<file path="src/rtl/charge_pkg.sv">
// Shared types and BCD helpers for the charge scheduler and the per-port control FSMs.
package charge_pkg;

  typedef enum logic [1:0] {
    IDLE   = 2'd0,
    GRANT  = 2'd1,
    CHARGE = 2'd2,
    SWITCH = 2'd3
  } state_e;

  localparam logic [7:0] HIDE_BCD = 8'hFF;

  function automatic logic bcd_valid(input logic [7:0] v);
    return (v[7:4] <= 4'd9) && (v[3:0] <= 4'd9);
  endfunction

  // Saturates at 00 so a stray decrement of an empty port stays empty.
  function automatic logic [7:0] bcd_dec(input logic [7:0] v);
    if (v == 8'h00) begin
      return 8'h00;
    end else if (v[3:0] == 4'h0) begin
      return {v[7:4] - 4'd1, 4'h9};
    end else begin
      return {v[7:4], v[3:0] - 4'd1};
    end
  endfunction

endpackage

</file>
<file path="src/rtl/rr_pick.sv">
// Round-robin picker: first pending port at or after rr_ptr, wrapping.
module rr_pick #(
  parameter int NPORT = 4,
  localparam int PW = $clog2(NPORT)
) (
  input  logic [NPORT-1:0] pending,
  input  logic [PW-1:0]    rr_ptr,
  output logic [PW-1:0]    pick,
  output logic             any_pending
);

  // Scan farthest-first so the nearest pending port is the last one written.
  always_comb begin
    pick        = rr_ptr;
    any_pending = |pending;
    for (int k = NPORT - 1; k >= 0; k--) begin
      if (pending[(int'(rr_ptr) + k) % NPORT]) begin
        pick = PW'((int'(rr_ptr) + k) % NPORT);
      end
    end
  end

endmodule

</file>
<file path="src/rtl/charge_scheduler.sv">
// Time-slices one charging power stage among NPORT ports, counting down BCD seconds per port.
// Handshake: a request is taken on a CLK edge where req_valid & req_ready; req_ready is combinational.
module charge_scheduler
  import charge_pkg::*;
#(
  parameter int NPORT    = 4,
  parameter int TICK_DIV = 381,
  parameter int SLICE_S  = 5,
  parameter int DEAD_CYC = 4,
  localparam int PW = $clog2(NPORT)
) (
  input  logic             CLK,
  input  logic             rst_n,
  input  logic             req_valid,
  input  logic [PW-1:0]    req_port,
  input  logic [7:0]       req_time,
  output logic             req_ready,
  input  logic             cancel,
  input  logic [PW-1:0]    cancel_port,
  output logic [NPORT-1:0] pwr_en,
  output logic [NPORT-1:0] pending,
  output logic [PW-1:0]    cur_port,
  output logic [7:0]       cur_time,
  output logic             done,
  output logic [PW-1:0]    done_port,
  output state_e           dbg_state
);

  localparam int TW = $clog2(TICK_DIV + 1);
  localparam int SW = $clog2(SLICE_S + 1);
  localparam int DW = $clog2(DEAD_CYC + 1);

  state_e state, state_nxt;
  logic [7:0]       rem [NPORT];
  logic [TW-1:0]    tick_cnt;
  logic [SW-1:0]    slice_cnt;
  logic [DW-1:0]    dead_cnt;
  logic [PW-1:0]    rr_ptr;
  logic [PW-1:0]    pick_idx;
  logic             pick_any;
  logic [NPORT-1:0] cur_onehot;
  logic [7:0]       cur_rem;
  logic             tick, cur_cancel, others, slice_hit, finish, req_ok;

  rr_pick #(.NPORT(NPORT)) u_pick (
    .pending     (pending),
    .rr_ptr      (rr_ptr),
    .pick        (pick_idx),
    .any_pending (pick_any)
  );

  always_comb begin
    for (int i = 0; i < NPORT; i++) begin
      pending[i] = (rem[i] != 8'h00);
    end
    cur_onehot           = '0;
    cur_onehot[cur_port] = 1'b1;
  end

  assign req_ready  = !pending[req_port];
  assign req_ok     = req_valid && req_ready && bcd_valid(req_time) && (req_time != 8'h00);
  assign cur_rem    = rem[cur_port];
  assign tick       = (state == CHARGE) && (tick_cnt == TW'(TICK_DIV - 1));
  assign cur_cancel = cancel && (cancel_port == cur_port);
  assign others     = |(pending & ~cur_onehot);
  assign slice_hit  = (slice_cnt == SW'(SLICE_S - 1));
  // Completion wins over preemption; a cancel in the same cycle wins over both.
  assign finish     = tick && (cur_rem == 8'h01) && !cur_cancel;
  assign dbg_state  = state;

  always_comb begin
    state_nxt = state;
    pwr_en    = '0;
    cur_time  = HIDE_BCD;
    case (state)
      IDLE: begin
        if (|pending) state_nxt = GRANT;
      end
      GRANT: begin
        state_nxt = pick_any ? CHARGE : IDLE;
      end
      CHARGE: begin
        pwr_en   = (cur_rem != 8'h00) ? cur_onehot : '0;
        cur_time = cur_rem;
        if (cur_cancel || (cur_rem == 8'h00) || finish || (tick && slice_hit && others)) begin
          state_nxt = SWITCH;
        end
      end
      SWITCH: begin
        cur_time = cur_rem;
        if (dead_cnt == DW'(DEAD_CYC - 1)) state_nxt = pick_any ? GRANT : IDLE;
      end
      default: state_nxt = IDLE;
    endcase
  end

  always_ff @(posedge CLK or negedge rst_n) begin
    if (!rst_n) begin
      state <= IDLE;
    end else begin
      state <= state_nxt;
    end
  end

  always_ff @(posedge CLK or negedge rst_n) begin
    if (!rst_n) begin
      for (int i = 0; i < NPORT; i++) rem[i] <= 8'h00;
      tick_cnt  <= '0;
      slice_cnt <= '0;
      dead_cnt  <= '0;
      rr_ptr    <= '0;
      cur_port  <= '0;
      done      <= 1'b0;
      done_port <= '0;
    end else begin
      for (int i = 0; i < NPORT; i++) begin
        if (cancel && (cancel_port == PW'(i))) begin
          rem[i] <= 8'h00;
        end else if (req_ok && (req_port == PW'(i))) begin
          rem[i] <= req_time;
        end else if (tick && (cur_port == PW'(i))) begin
          rem[i] <= bcd_dec(rem[i]);
        end
      end

      if (state == GRANT) begin
        tick_cnt  <= '0;
        slice_cnt <= '0;
        if (pick_any) cur_port <= pick_idx;
      end else if (state == CHARGE) begin
        tick_cnt <= tick ? '0 : tick_cnt + 1'b1;
        if (tick) slice_cnt <= slice_hit ? '0 : slice_cnt + 1'b1;
      end

      dead_cnt <= (state == SWITCH) ? dead_cnt + 1'b1 : '0;

      if ((state == CHARGE) && (state_nxt == SWITCH)) begin
        rr_ptr <= (cur_port == PW'(NPORT - 1)) ? '0 : cur_port + 1'b1;
      end

      done <= finish;
      if (finish) done_port <= cur_port;
    end
  end

endmodule
</file>
<file path="config.mk">
export PLATFORM = sky130hd
export DESIGN_NAME = charge_scheduler
export DESIGN_NICKNAME = d
export VERILOG_FILES = /design/src/rtl/charge_pkg.sv /design/src/rtl/rr_pick.sv /design/src/rtl/charge_scheduler.sv
export SDC_FILE = /design/constraint.sdc
export NUM_CORES = 1
export LEC_CHECK = 0
export CAP_MARGIN = 20
export CORE_ASPECT_RATIO = 0.9
export CORE_MARGIN = 5
export CORE_UTILIZATION = 52
export DETAILED_ROUTE_END_ITERATION = 8
export GPL_TIMING_DRIVEN = 0
export PLACE_DENSITY_LB_ADDON = 0.2
export SLEW_MARGIN = 20
export SYNTH_ARGS = -nofsm -noshare
export SYNTH_HDL_FRONTEND = slang
export SYNTH_SLANG_ARGS = --single-unit
</file>
<file path="constraint.sdc">
create_clock -name CLK -period 2.5 [get_ports CLK]
set_clock_uncertainty 0.2 [all_clocks]
set_input_delay 0.5 -clock CLK [delete_from_list [all_inputs] [get_ports CLK]]
set_output_delay 0.5 -clock CLK [all_outputs]
set_load 0.05 [all_outputs]
</file>
# Yosys cells after proc, flatten, opt, wreduce, memory -nomap -nowiden
# Index checks and enable logic that the tools add are counted.
[op_classes]
n_addsub = 15
order_cmp = 10
eq_ne = 18
muxes = 60
n_bitwise = 6
reduce_logical = 70
[op_table]
columns = ["operator", "count"]
rows = [
  ["2-to-1 mux 8 bit", 23],
  ["nonzero test 8 bit", 6],
  ["zero test 8 bit", 5],
  ["subtractor 4 x 1 -> 4 bit (second input constant)", 8],
  ["2-to-1 mux 9 bit", 3],
  ["logical AND 1 bit", 24],
  ["== test 2 bit (second input constant)", 9],
  ["2-to-1 mux 2 bit", 9],
  ["binary-select mux 8 bit (select 2 bit)", 1],
  ["zero test 4 bit", 4],
  ["nonzero test 4 bit", 4],
  ["2-to-1 mux 3 bit", 5],
  ["< comparator 3 x 4 -> 1 bit (second input constant)", 3],
  ["AND reduction 2 bit", 6],
  ["nonzero test 3 bit", 4],
  ["binary-select mux 1 bit (select 2 bit)", 5],
  ["2-to-1 mux 1 bit", 10],
  ["adder 9 x 1 -> 9 bit (second input constant)", 1],
  ["== test 9 bit (second input constant)", 1],
  ["< comparator 2 x 3 -> 1 bit (second input constant)", 3],
  ["== test 2 x 1 -> 1 bit (second input constant)", 4],
  ["== test 8 x 1 -> 1 bit (second input constant)", 1],
  ["less-or-equal comparator 4 bit (second input constant)", 2],
  ["zero test 2 bit", 4],
  ["20 further kinds", 34],
]
[totals]
ff_bits = 56
in_bits = 16
out_inout_bits = 24
elab_cells = 195

# Logic depth before layout (Yosys ltp)
# Gate-level depths: netlist of run 1.
[logic_depth]
depth_word = 13
depth_mapped = 10
ltp_nobuf = 9

# Hierarchy
# A second synthesis of run 1 with hierarchy kept.
[unflattened]
hier_cells = 456
area_unflattened_um2 = 4187.8
[modules_own_cells]
columns = ["module", "n_inst", "cells_per_inst", "area_per_inst_um2", "seq_area_each_um2"]
rows = [
  ["charge_scheduler", 1, 440, 4087.7, 1401.3],
  ["rr_pick", 1, 16, 100.1, 0.0],
]

# Worst setup path after synthesis of run 1
# Ideal clock, no wire load.
[synth_path]
path_kind = "flip-flop to output port"
start = "register cur_port[0]"
end = "output port pwr_en[0]"
arrival_ns = 2.197
required_time_ns = 1.800
setup_slack_ns = -0.397
path_stages_with_launch = 7
path_buffers = 0
cell_sequence = "dfrtp_1 > mux4_1 > nor4_1 > nand2_1 > nor2_1 > nor2_1 > and2_1"
[synth_via]
elab_chain_cells = 7
elab_cells_between_ends = 12
cone_classes = "order compare (2); mux (7); bitwise (1); reduce/logical (2)"
[synth_lines]
columns = ["element", "line_no", "rtl"]
rows = [
  ["start, declared", "charge_scheduler.sv:22", "output logic [PW-1:0] cur_port,"],
  ["start signal, assigned", "charge_scheduler.sv:129", "if (pick_any) cur_port <= pick_idx;"],
  ["inverter 2 -> 3 bit (not written as such)", "charge_scheduler.sv:62", "assign cur_rem = rem[cur_port];"],
  ["binary-select mux 8 bit (select 2 bit)", "charge_scheduler.sv:62", ""],
  ["2-to-1 mux 8 bit (not written as such) (2 in a row)", "charge_scheduler.sv:62", ""],
  ["nonzero test 8 bit", "charge_scheduler.sv:83", "pwr_en = (cur_rem != 8'h00) ? cur_onehot : '0;"],
  ["2-to-1 mux 4 bit (*)", "charge_scheduler.sv:83", ""],
  ["2-to-1 mux 4 bit (*)", "charge_scheduler.sv:75", "case (state)"],
  ["end, declared", "charge_scheduler.sv:20", "output logic [NPORT-1:0] pwr_en,"],
]
# Mark *: on every way between the ends. The rest lies on a longest branch, timed or not. The select of a mux whose other input is x is not followed.

# Worst setup path in the final report of run 1
[layout_path]
start = "register cur_port[1]"
end = "output port pwr_en[1]"
# Same word-level chain as after synthesis.

==> flow_summary_export.csv, run 1 <==
group,metric,value,unit
outcome,status,"finished with violations",
outcome,violations,"negative setup slack",
cells_and_area,layout_common_cells,"dfrtp_1 (51), buf_4 (51), nor2_1 (38)",
clock_network,clk_path_buf_depth,2,
cells_and_area,drive_gt1_frac,0.3382,
routing,drc_errors,0,
clock_network,cts_tree,"done",
routing,vias_per_cell,6.348,
sta,slew_viol_final,0,
setup_path,arrival,2.33,ns
global_routing,grt_pass1_wl,18680,um
global_routing,grt_pass1_vias,3724,
setup_path,cp_cell_sequence,"buf_6, mux4_2, nor4_4, nand2_2, nor2_4, nor2_4, and2_4, buf_6",
worst_hold_path,hp-class,"reg -> reg",
power_and_ir_drop,p_per_area,1198,mW/mm^2
sta,rsz0062_at_grt,"yes",
sta,finalHoldViolations,0,
yosys,synth-edff-count,0,
setup_path,cp.required,1.80,ns
setup_path,rrSetupSlack,-0.52,ns
setup_path,crit_path_start_kind,"flip-flop",
setup_path,slowest_delay,0.54,ns
sta,worstMarginPinSlew,1.178,ns
routing,drt_wl_total,12700,um
yosys,synth_nets,483,
yosys,synthFlopType,"dfrtp_1",
power_and_ir_drop,ir_drop,0.0007838,V
placement,pre_cts_ws,-1.068,ns
placement,dp_hpwl,8375,um
floorplan,dieArea,0.009630,mm^2
routing,drtIter0Drc,371,
yosys,async_reset_ff_frac,1.000,
placement,place_inst,578,
clock_network,clk_latency,0.33,ns
clock_network,cts_root_buf,"clkbuf_8",
global_routing,grt_util_all_layers,0.2468,
placement,port_buffers,39,
routing,antenna_left,0,
floorplan,die_h,93.60,um
setup_path,path_max_fanout,4,
global_routing,antenna_found_initial,0,
clock_network,cts_buffers,5,
cells_and_area,finalInstanceArea,0.005458,mm^2
yosys,ys_ff_latch,56,
power_and_ir_drop,leakage,0.002330,uW
routing,wl_per_cell,19.85,um
sta,final.min_clock_period,3.027,ns
routing,dr_total_vias,4063,
sta,min_period_over_period,1.211,
placement,placed_cell_area,0.004658,mm^2
setup_path,slowest_stage,"mux4_2",
clock_network,path_clk_slew,0.10,ns
routing,dr.pass1.iters,6,
sta,setup_tns,-4.829,ns
yosys,synth_area,0.004038,mm^2
floorplan,row_count,30,
cells_and_area,layoutNonFillerInstCount,640,
yosys,synth_warnings,0,
yosys,yosys.cell_types.count,68,
sta,setup_slack,-0.5270,ns
cells_and_area,area_growth,35.17,%
yosys,synthCells,442,
sta,fmax,330.4,MHz
sta,setup_viol,17,
floorplan,io_pins,40,
clock_network,cts_sinks,56,
setup_path,endpoint_kind,"output port",
cells_and_area,fin_nets,584,
setup_path,crit_type,"reg -> out",
placement,place.gp.congestion,0.9230,
yosys,synth.avg_cell_area,9.135,um^2
clock_network,h-tree-depth,2,
global_routing,grt_max_degree,30,
yosys,seq_area_frac_synth,0.3471,
flow_run,max_cap_violations,0,
cells_and_area,num_antenna_cells,0,
floorplan,coreArea,0.007545,mm^2
global_routing,grt_overflow,0,
sta,slew_headroom,0.2083,
floorplan,dieWidth,102.9,um
floorplan,initial_core_util,0.5352,
[final cells by class]
type	count	area [um^2]
Multi-Input combinational cell	342	2766
Fill cell	524	2087
Sequential cell	56	1410
Timing Repair Buffer	96	853.3
Inverter	31	132.6
Tap cell	96	120.1
Clock buffer	8	100.1
Buffer	11	75.07
[where the power goes]
group / internal [uW] / switching [uW] / leakage, uW
combinational: 1950 / 2560 / 0.00154
sequential: 1140 / 330 / 0.000742
clock: 254 / 308 / 0.0000515
total: 3340 / 3190 / 0.00233
[synthesized netlist by cell type (all sizes together) (6+ instances only)]
cell	number	share of area
or4	7	0.014
dfrtp	56	0.35
a211oi	10	0.020
a31oi	8	0.012
xor2	6	0.013
nor3	21	0.026
o21ai	25	0.031
nor2	42	0.039
ha	25	0.077
inv	31	0.029
mux4	9	0.052
buf	7	0.013
a21oi	26	0.032
and2	9	0.014
o22ai	6	0.0093
nand2	33	0.032
nor2b	6	0.0093
or2	8	0.012
nand3	15	0.019
nor3b	12	0.030
clkbuf	6	0.0056
nor4	8	0.021
[sequential cells by signal, summed over array words and instances, names as in the netlist, 2 cells and up]
register / flops
slice_cnt: 3
tick_cnt: 9
done_port: 2
rr_ptr: 2
rem: 32
cur_port: 2
dead_cnt: 3
dbg_state: 2
[repair_timing]
item / 4_1_cts / 5_1_grt
endpoints found under the hold margin: 27 / 0
buffers inserted: 27 / 29
gates resized for setup: 123 / 88
setup endpoints to repair: 67 / 43
pin swaps: 12 / 15
hold buffers: 1 / 0
[metal layers]
layer	vias to the layer above	global-route usage	wire length (um)
met5	-	0	0
met4	0	0.06688	302
met3	37	0.04027	1144
met2	238	0.3900	6082
met1	1957	0.3497	5175
li1	1831	-	-
[through the flow]
step | hold slack (ns) | utilization | total power, uW
after CTS | 0.2409 | 0.6723 | 5781
after global routing | 0.2448 | 0.7234 | 6863
after floorplan | 0.004409 | - | 3899
after global placement | 0.2135 | 0.6134 | 4772
final | 0.2367 | 0.7234 | 6536
after detailed placement | 0.2267 | 0.6174 | 4855
[kinds of logic (layout without fill, tap and decap cells)]
| kind of cell | Yosys count | after routing | share of synthesized area |
|---|---|---|---|
| xor gates and xnor gates | 11 | 11 | 0.02386 |
| adders and majority gates | 25 | 25 | 0.07747 |
| buffers and inverters | 44 | 146 | 0.04803 |
| AOI/OAI and AO/OA | 103 | 103 | 0.1698 |
| and+or+nand+nor | 187 | 187 | 0.2631 |
| muxes | 16 | 16 | 0.07065 |
| DFF | 56 | 56 | 0.3471 |
[worst max-delay path: cells and delay by family (launching register included)]
kind,cells,cell delay [ns]
AND/OR/NAND/NOR,5,0.76
multiplexers,1,0.54
buffers and inverters,2,0.26
flip-flops,1,0.43
[final timing paths]
kind | start | endpoint | cells after the start
max | cur_port[1] | pwr_en[1] | 8
min | dead_cnt[0] | dead_cnt[0] | 1
max reg2reg | cur_port[1] | rr_ptr[0] | 8
min reg2reg | dead_cnt[0] | dead_cnt[0] | 1
max in group asynchronous | rst_n | cur_port[0] | 3
min in group asynchronous | rst_n | tick_cnt[5] | 2
Note: power is estimated with default switching activity, not from simulation.
==> inputs of run 2 (changes only) <==
--- a/config.mk
+++ b/config.mk
@@ -5,10 +5,11 @@
 export SDC_FILE = /design/constraint.sdc
 export NUM_CORES = 1
 export LEC_CHECK = 0
+export ABC_AREA = 1
 export CAP_MARGIN = 20
 export CORE_ASPECT_RATIO = 0.9
 export CORE_MARGIN = 5
-export CORE_UTILIZATION = 52
+export CORE_UTILIZATION = 53
 export DETAILED_ROUTE_END_ITERATION = 8
 export GPL_TIMING_DRIVEN = 0
 export PLACE_DENSITY_LB_ADDON = 0.2
==> flow_summary_export.csv, run 2 <==
group,metric,value,unit
outcome,violations,"negative setup slack",
yosys,yosys-top-cells-count,"nand2_1 (155), inv_1 (80), nand3_1 (64), nor2_1 (64), dfrtp_1 (56)",
routing,drtIter0Drc,515,
sta,finalHoldViolations,0,
routing,route.met2.wl,6683,um
clock_network,clk_latency,0.33,ns
sta,setup_tns,-0.7298,ns
setup_path,path_max_fanout,9,
yosys,ys_ff_latch,56,
setup_path,slowest_delay,0.48,ns
routing,dr_total_vias,4921,
global_routing,grt_overflow,0,
floorplan,row_count,31,
yosys,synth.top_cell.area_share,0.3125,
placement,dp_hpwl,9531,um
setup_path,crit_path_start_kind,"flip-flop",
routing,wl_per_cell,16.72,um
power_and_ir_drop,ir_drop,0.0006799,V
cells_and_area,final_util,0.7146,
routing,wl_met1,5678,um
sta,rsz0062_at_grt,"yes",
power_and_ir_drop,p_per_area,1188,mW/mm^2
routing,maxUsedRoutingLayer,"met4",
routing,vias_per_cell,5.879,
cells_and_area,fill_cells,621,
clock_network,cts_sinks,56,
floorplan,initial_core_util,0.5505,
global_routing,grt_util_all_layers,0.2556,
cells_and_area,drive_gt1_frac,0.2642,
yosys,synth_area_leader_cell,"dfrtp_1",
setup_path,cp_cell_sequence,"buf_6, buf_12, nand2_2, nand3_2, nand2_2, nand2_2, nor2_4, nand2_2, nand2_4, nor2_4, buf_6",
yosys,seq_area_frac_synth,0.3125,
cells_and_area,final_common_cell,"nand2_1",
placement,port_buffers,39,
floorplan,coreArea,0.008145,mm^2
routing,wl_met3,1273,um
global_routing,grt_pass1_vias,4410,
routing,drt_wl_total,14000,um
global_routing,antenna_found_initial,0,
yosys,synth_area,0.004484,mm^2
clock_network,cts_tree,"done",
sta,slew_viol_final,0,
sta,min_period_over_period,1.072,
sta,setup_slack,-0.1788,ns
worst_hold_path,hp-class,"reg -> reg",
cells_and_area,largest_reg_flops,32,
placement,place.gp.congestion,0.9516,
yosys,synth_warnings,0,
placement,placed_cell_area,0.005071,mm^2
floorplan,dieWidth,107.0,um
setup_path,slowest_stage,"dfrtp_2",
clock_network,clk_path_buf_depth,2,
sta,holdWs,0.2902,ns
floorplan,dieArea,0.01040,mm^2
clock_network,cts_buffers,5,
sta,fmax,373.3,MHz
yosys,yosys.cell_types.count,43,
cells_and_area,num_antenna_cells,0,
clock_network,cts_root_buf,"clkbuf_8",
clock_network,h-tree-depth,2,
clock_network,path_clk_slew,0.11,ns
power_and_ir_drop,leakage,0.002795,uW
flow_run,max_cap_violations,0,
setup_path,cp_top_family,"simple AND/OR/NAND/NOR gates",
power_and_ir_drop,total_power,6915,uW
yosys,synthCells,646,
routing,antenna_left,0,
cells_and_area,top_regs,"rem: 32 flops, tick_cnt: 9 flops",
global_routing,grt_max_degree,39,
floorplan,io_pins,40,
setup_path,path_buf_inv,3,
cells_and_area,largest_register,"rem",
global_routing,grt_pass1_wl,21690,um
yosys,netlist_top_cells_area,"dfrtp_1 (31%), nand2_1 (13%), nand3_1 (7.1%)",
yosys,synth.avg_cell_area,6.942,um^2
sta,setup_viol,5,
setup_path,critPathMostFrequentCell,"nand2_2",
setup_path,crit_type,"reg -> out",
sta,final.min_clock_period,2.679,ns
yosys,synthFlopType,"dfrtp_1",
floorplan,die_h,97.27,um
yosys,async_reset_ff_frac,1.000,
routing,drc_errors,0,
setup_path,arrival,1.98,ns
cells_and_area,fin_nets,778,
yosys,synth_most_common_cell,"nand2_1",
sta,worstMarginPinSlew,0.5030,ns
cells_and_area,finalInstanceArea,0.005821,mm^2
yosys,synth_nets,687,
routing,dr.pass1.iters,7,
setup_path,endpoint_kind,"output port",
yosys,synth-edff-count,0,
outcome,status,"finished with violations",
cells_and_area,area_growth,29.80,%
sta,slew_headroom,0.6636,
setup_path,cp.required,1.80,ns
cells_and_area,layout_common_cells,"nand2_1 (128), inv_1 (72), nor2_1 (56)",
run 2: cell families (layout without fill, tap and decap cells):
| family | count (synthesis) | count (layout) | share of synthesized area |
|---|---|---|---|
| flops | 56 | 56 | 0.3125 |
| simple gates | 347 | 347 | 0.3638 |
| compound gates | 98 | 98 | 0.1264 |
| fa+ha+maj | 25 | 25 | 0.06975 |
| xor+xnor | 18 | 18 | 0.03516 |
| buf+inv | 102 | 194 | 0.09235 |
run 2: worst paths after layout:
kind | start | endpoint | slack [ns] | cells after the start
min | dead_cnt[0] | dead_cnt[0] | 0.29 | 1
max | cur_port[0] | pwr_en[2] | -0.18 | 11
min in group asynchronous | rst_n | rem[22] | 0.38 | 2
min reg2reg | dead_cnt[0] | dead_cnt[0] | 0.29 | 1
max in group asynchronous | rst_n | cur_port[1] | 1.19 | 3
max reg2reg | rem[20] | rem[26] | 0.05 | 12
run 2: cell type report:
class                      instances  area, um^2  share of cell area
inverter                          92       360.3             0.06191
clock inverter                     3       46.29            0.007954
sequential                        56        1408              0.2418
buffer                            10       100.1             0.01720
multi-input combinational        488        2969              0.5101
tap                               99       123.9             0.02128
timing repair buffer              84       744.5              0.1279
clock buffer                       5       68.82             0.01182
run 2: per-stage QoR:
stage	cells	setup slack, ns
after floorplan	646	0.008930
after global placement	784	-1.347
after detailed placement	785	-0.8617
after CTS	815	-0.1253
after global routing	837	-0.2413
final	837	-0.1788
run 2: repair_timing:
item,CTS,global route
hold buffers,1,0
hold endpoints to repair,18,0
cloned,1,0
setup endpoints to repair,50,52
resized for setup,123,61
setup buffers,20,22
pin swaps,12,23
run 2: power by group:
group          leakage (uW)  switching, uW  internal, uW  total (uW)
Clock             0.0000548            328           303         631
Sequential         0.000731            328          1170        1490
Combinational       0.00201           3030          1760        4790
run 2: layer usage:
| layer | vias up | GRT usage |
|---|---|---|
| met5 | - | 0 |
| met4 | 0 | 0.06588 |
| met3 | 40 | 0.03721 |
| met2 | 284 | 0.4114 |
| met1 | 2310 | 0.3597 |
| li1 | 2287 | - |
==> inputs of run 3 (changes only) <==
--- a/config.mk
+++ b/config.mk
@@ -8,7 +8,7 @@
 export ABC_AREA = 1
 export CAP_MARGIN = 20
 export CORE_ASPECT_RATIO = 0.9
-export CORE_MARGIN = 5
+export CORE_MARGIN = 2
 export CORE_UTILIZATION = 53
 export DETAILED_ROUTE_END_ITERATION = 8
 export GPL_TIMING_DRIVEN = 0
==> flow_summary_export.csv, run 3 (synthesis results as in run 2) <==
group,metric,value,unit
clock_network,clk_path_buf_depth,2,
sta,rsz0062_at_grt,"yes",
clock_network,cts_sinks,56,
sta,slew_viol_final,0,
sta,min_period_over_period,1.063,
sta,worstMarginPinSlew,0.5147,ns
setup_path,endpoint_kind,"output port",
floorplan,die_h,91.27,um
placement,dp_hpwl,9555,um
placement,place_inst,785,
global_routing,antenna_found_initial,0,
cells_and_area,top_regs,"rem: 32 flops, tick_cnt: 9 flops",
cells_and_area,layoutNonFillerInstCount,838,
outcome,status,"finished with violations",
worst_hold_path,hold_path_depth,1,
cells_and_area,fin_nets,779,
routing,drt_wl_total,13360,um
sta,setup_tns,-0.6238,ns
clock_network,clk_latency,0.32,ns
power_and_ir_drop,p_per_area,1175,mW/mm^2
clock_network,cts_buffers,5,
worst_hold_path,hp-class,"reg -> reg",
cells_and_area,final_util,0.7187,
power_and_ir_drop,ir_drop,0.0008587,V
cells_and_area,largest_reg_flops,32,
setup_path,r2r_cells,10,
routing,wl_per_cell,15.94,um
setup_path,crit_path_start_kind,"flip-flop",
outcome,violations,"design-rule violations, negative setup slack",
setup_path,crit_type,"reg -> out",
placement,place.gp.congestion,0.9217,
global_routing,grt_max_degree,45,
clock_network,cts_tree,"done",
sta,setup_viol,5,
floorplan,io_pins,40,
routing,drc_errors,1,
routing,vias_per_cell,5.669,
setup_path,cp.required,1.80,ns
setup_path,arrival,1.96,ns
placement,placed_cell_area,0.005079,mm^2
sta,holdWs,0.2461,ns
floorplan,coreArea,0.008145,mm^2
sta,final.min_clock_period,2.657,ns
power_and_ir_drop,leakage,0.002818,uW
clock_network,cts_root_buf,"clkbuf_8",
global_routing,grt_pass1_vias,4307,
sta,finalHoldViolations,0,
setup_path,path_max_fanout,7,
sta,fmax,376.4,MHz
floorplan,initial_core_util,0.5505,
routing,antenna_left,0,
global_routing,grt_overflow,0,
floorplan,row_count,31,
cells_and_area,largest_register,"rem",
cells_and_area,finalInstanceArea,0.005854,mm^2
sta,slew_headroom,0.6537,
routing,dr.pass1.iters,8,
clock_network,h-tree-depth,2,
clock_network,path_clk_slew,0.11,ns
cells_and_area,area_growth,30.55,%
global_routing,grt_util_all_layers,0.2818,
sta,setup_slack,-0.1569,ns
cells_and_area,layout_common_cells,"nand2_1 (132), inv_1 (70), nand3_1 (57)",
routing,dr_total_vias,4751,
cells_and_area,num_antenna_cells,0,
placement,port_buffers,39,
global_routing,grt_pass1_wl,20840,um
cells_and_area,final_common_cell,"nand2_1",
cells_and_area,drive_gt1_frac,0.2625,
flow_run,max_cap_violations,0,
floorplan,dieArea,0.009214,mm^2
routing,drtIter0Drc,449,
floorplan,dieWidth,101.0,um
run 3: cell count changes in the layout (fill, tap and decap cells not counted), sizes merged:
cell and delta:
dlygate4sd2 +2, clkdlybuf4s50 -1, clkbuf +1, clkdlybuf4s15 -1
run 3: report_power, final:
group | total (uW) | switching (uW) | leakage, uW | internal (uW)
registers | 1480 | 317 | 0.000728 | 1170
logic | 4770 | 3000 | 0.00204 | 1770
clock network | 626 | 323 | 0.0000548 | 302
total | 6880 | 3640 | 0.00282 | 3240
run 3: layout make-up:
cell class / count / area [um^2]
multi-input cells: 488 / 2968
fillers: 646 / 2291
flip-flops and latches: 56 / 1410
repair buffers: 86 / 788.3
inverters: 92 / 360.3
well taps: 99 / 123.9
plain buffers: 9 / 88.84
clock buffers: 5 / 68.82
clock inverters: 3 / 46.29
run 3: path summary, 6_finish.rpt:
kind | start | endpoint | slack, ns
worst min-delay path | dead_cnt[0] | dead_cnt[0] | 0.25
worst max register to register | dbg_state[0] | rem[14] | 0.08
worst min register to register | dead_cnt[0] | dead_cnt[0] | 0.25
max in group asynchronous | rst_n | dbg_state[1] | 1.23
worst max-delay path | cur_port[0] | pwr_en[2] | -0.16
min in group asynchronous | rst_n | rem[31] | 0.37
run 3: layer usage:
metal,track usage,part of all wire
met3,0.03233,0.079
met4,0.06419,0.020
met5,0,0
met2,0.4572,0.47
met1,0.4024,0.43
run 3: critical path, cell delays in order, from the launching register on:
cell     delay, ns
dfrtp_2       0.47
buf_6         0.15
buf_12        0.13
nand2_1       0.07
nand3_1       0.09
nand2_2       0.09
nand2_2       0.07
nor2_4        0.14
nand2_2       0.10
nand2_4       0.14
nor2_4        0.05
buf_8         0.14
run 3: timing repair:
action                                  CTS  global route
endpoints found under the setup margin   51            50
hold buffers                              1             0
cloned                                    0             0
hold endpoints to repair                 12             0
pin swaps                                11            19
gates resized for setup                 118            71
setup buffers                            21            24
run 3: stage by stage:
step	total power [uW]	worst slack, ns
2_1_floorplan	4321	0.008930
3_3_place_gp	5240	-1.352
3_5_place_dp	5361	-0.8507
4_1_cts	6276	-0.1413
5_1_grt	7351	-0.2177
6_report	6881	-0.1569
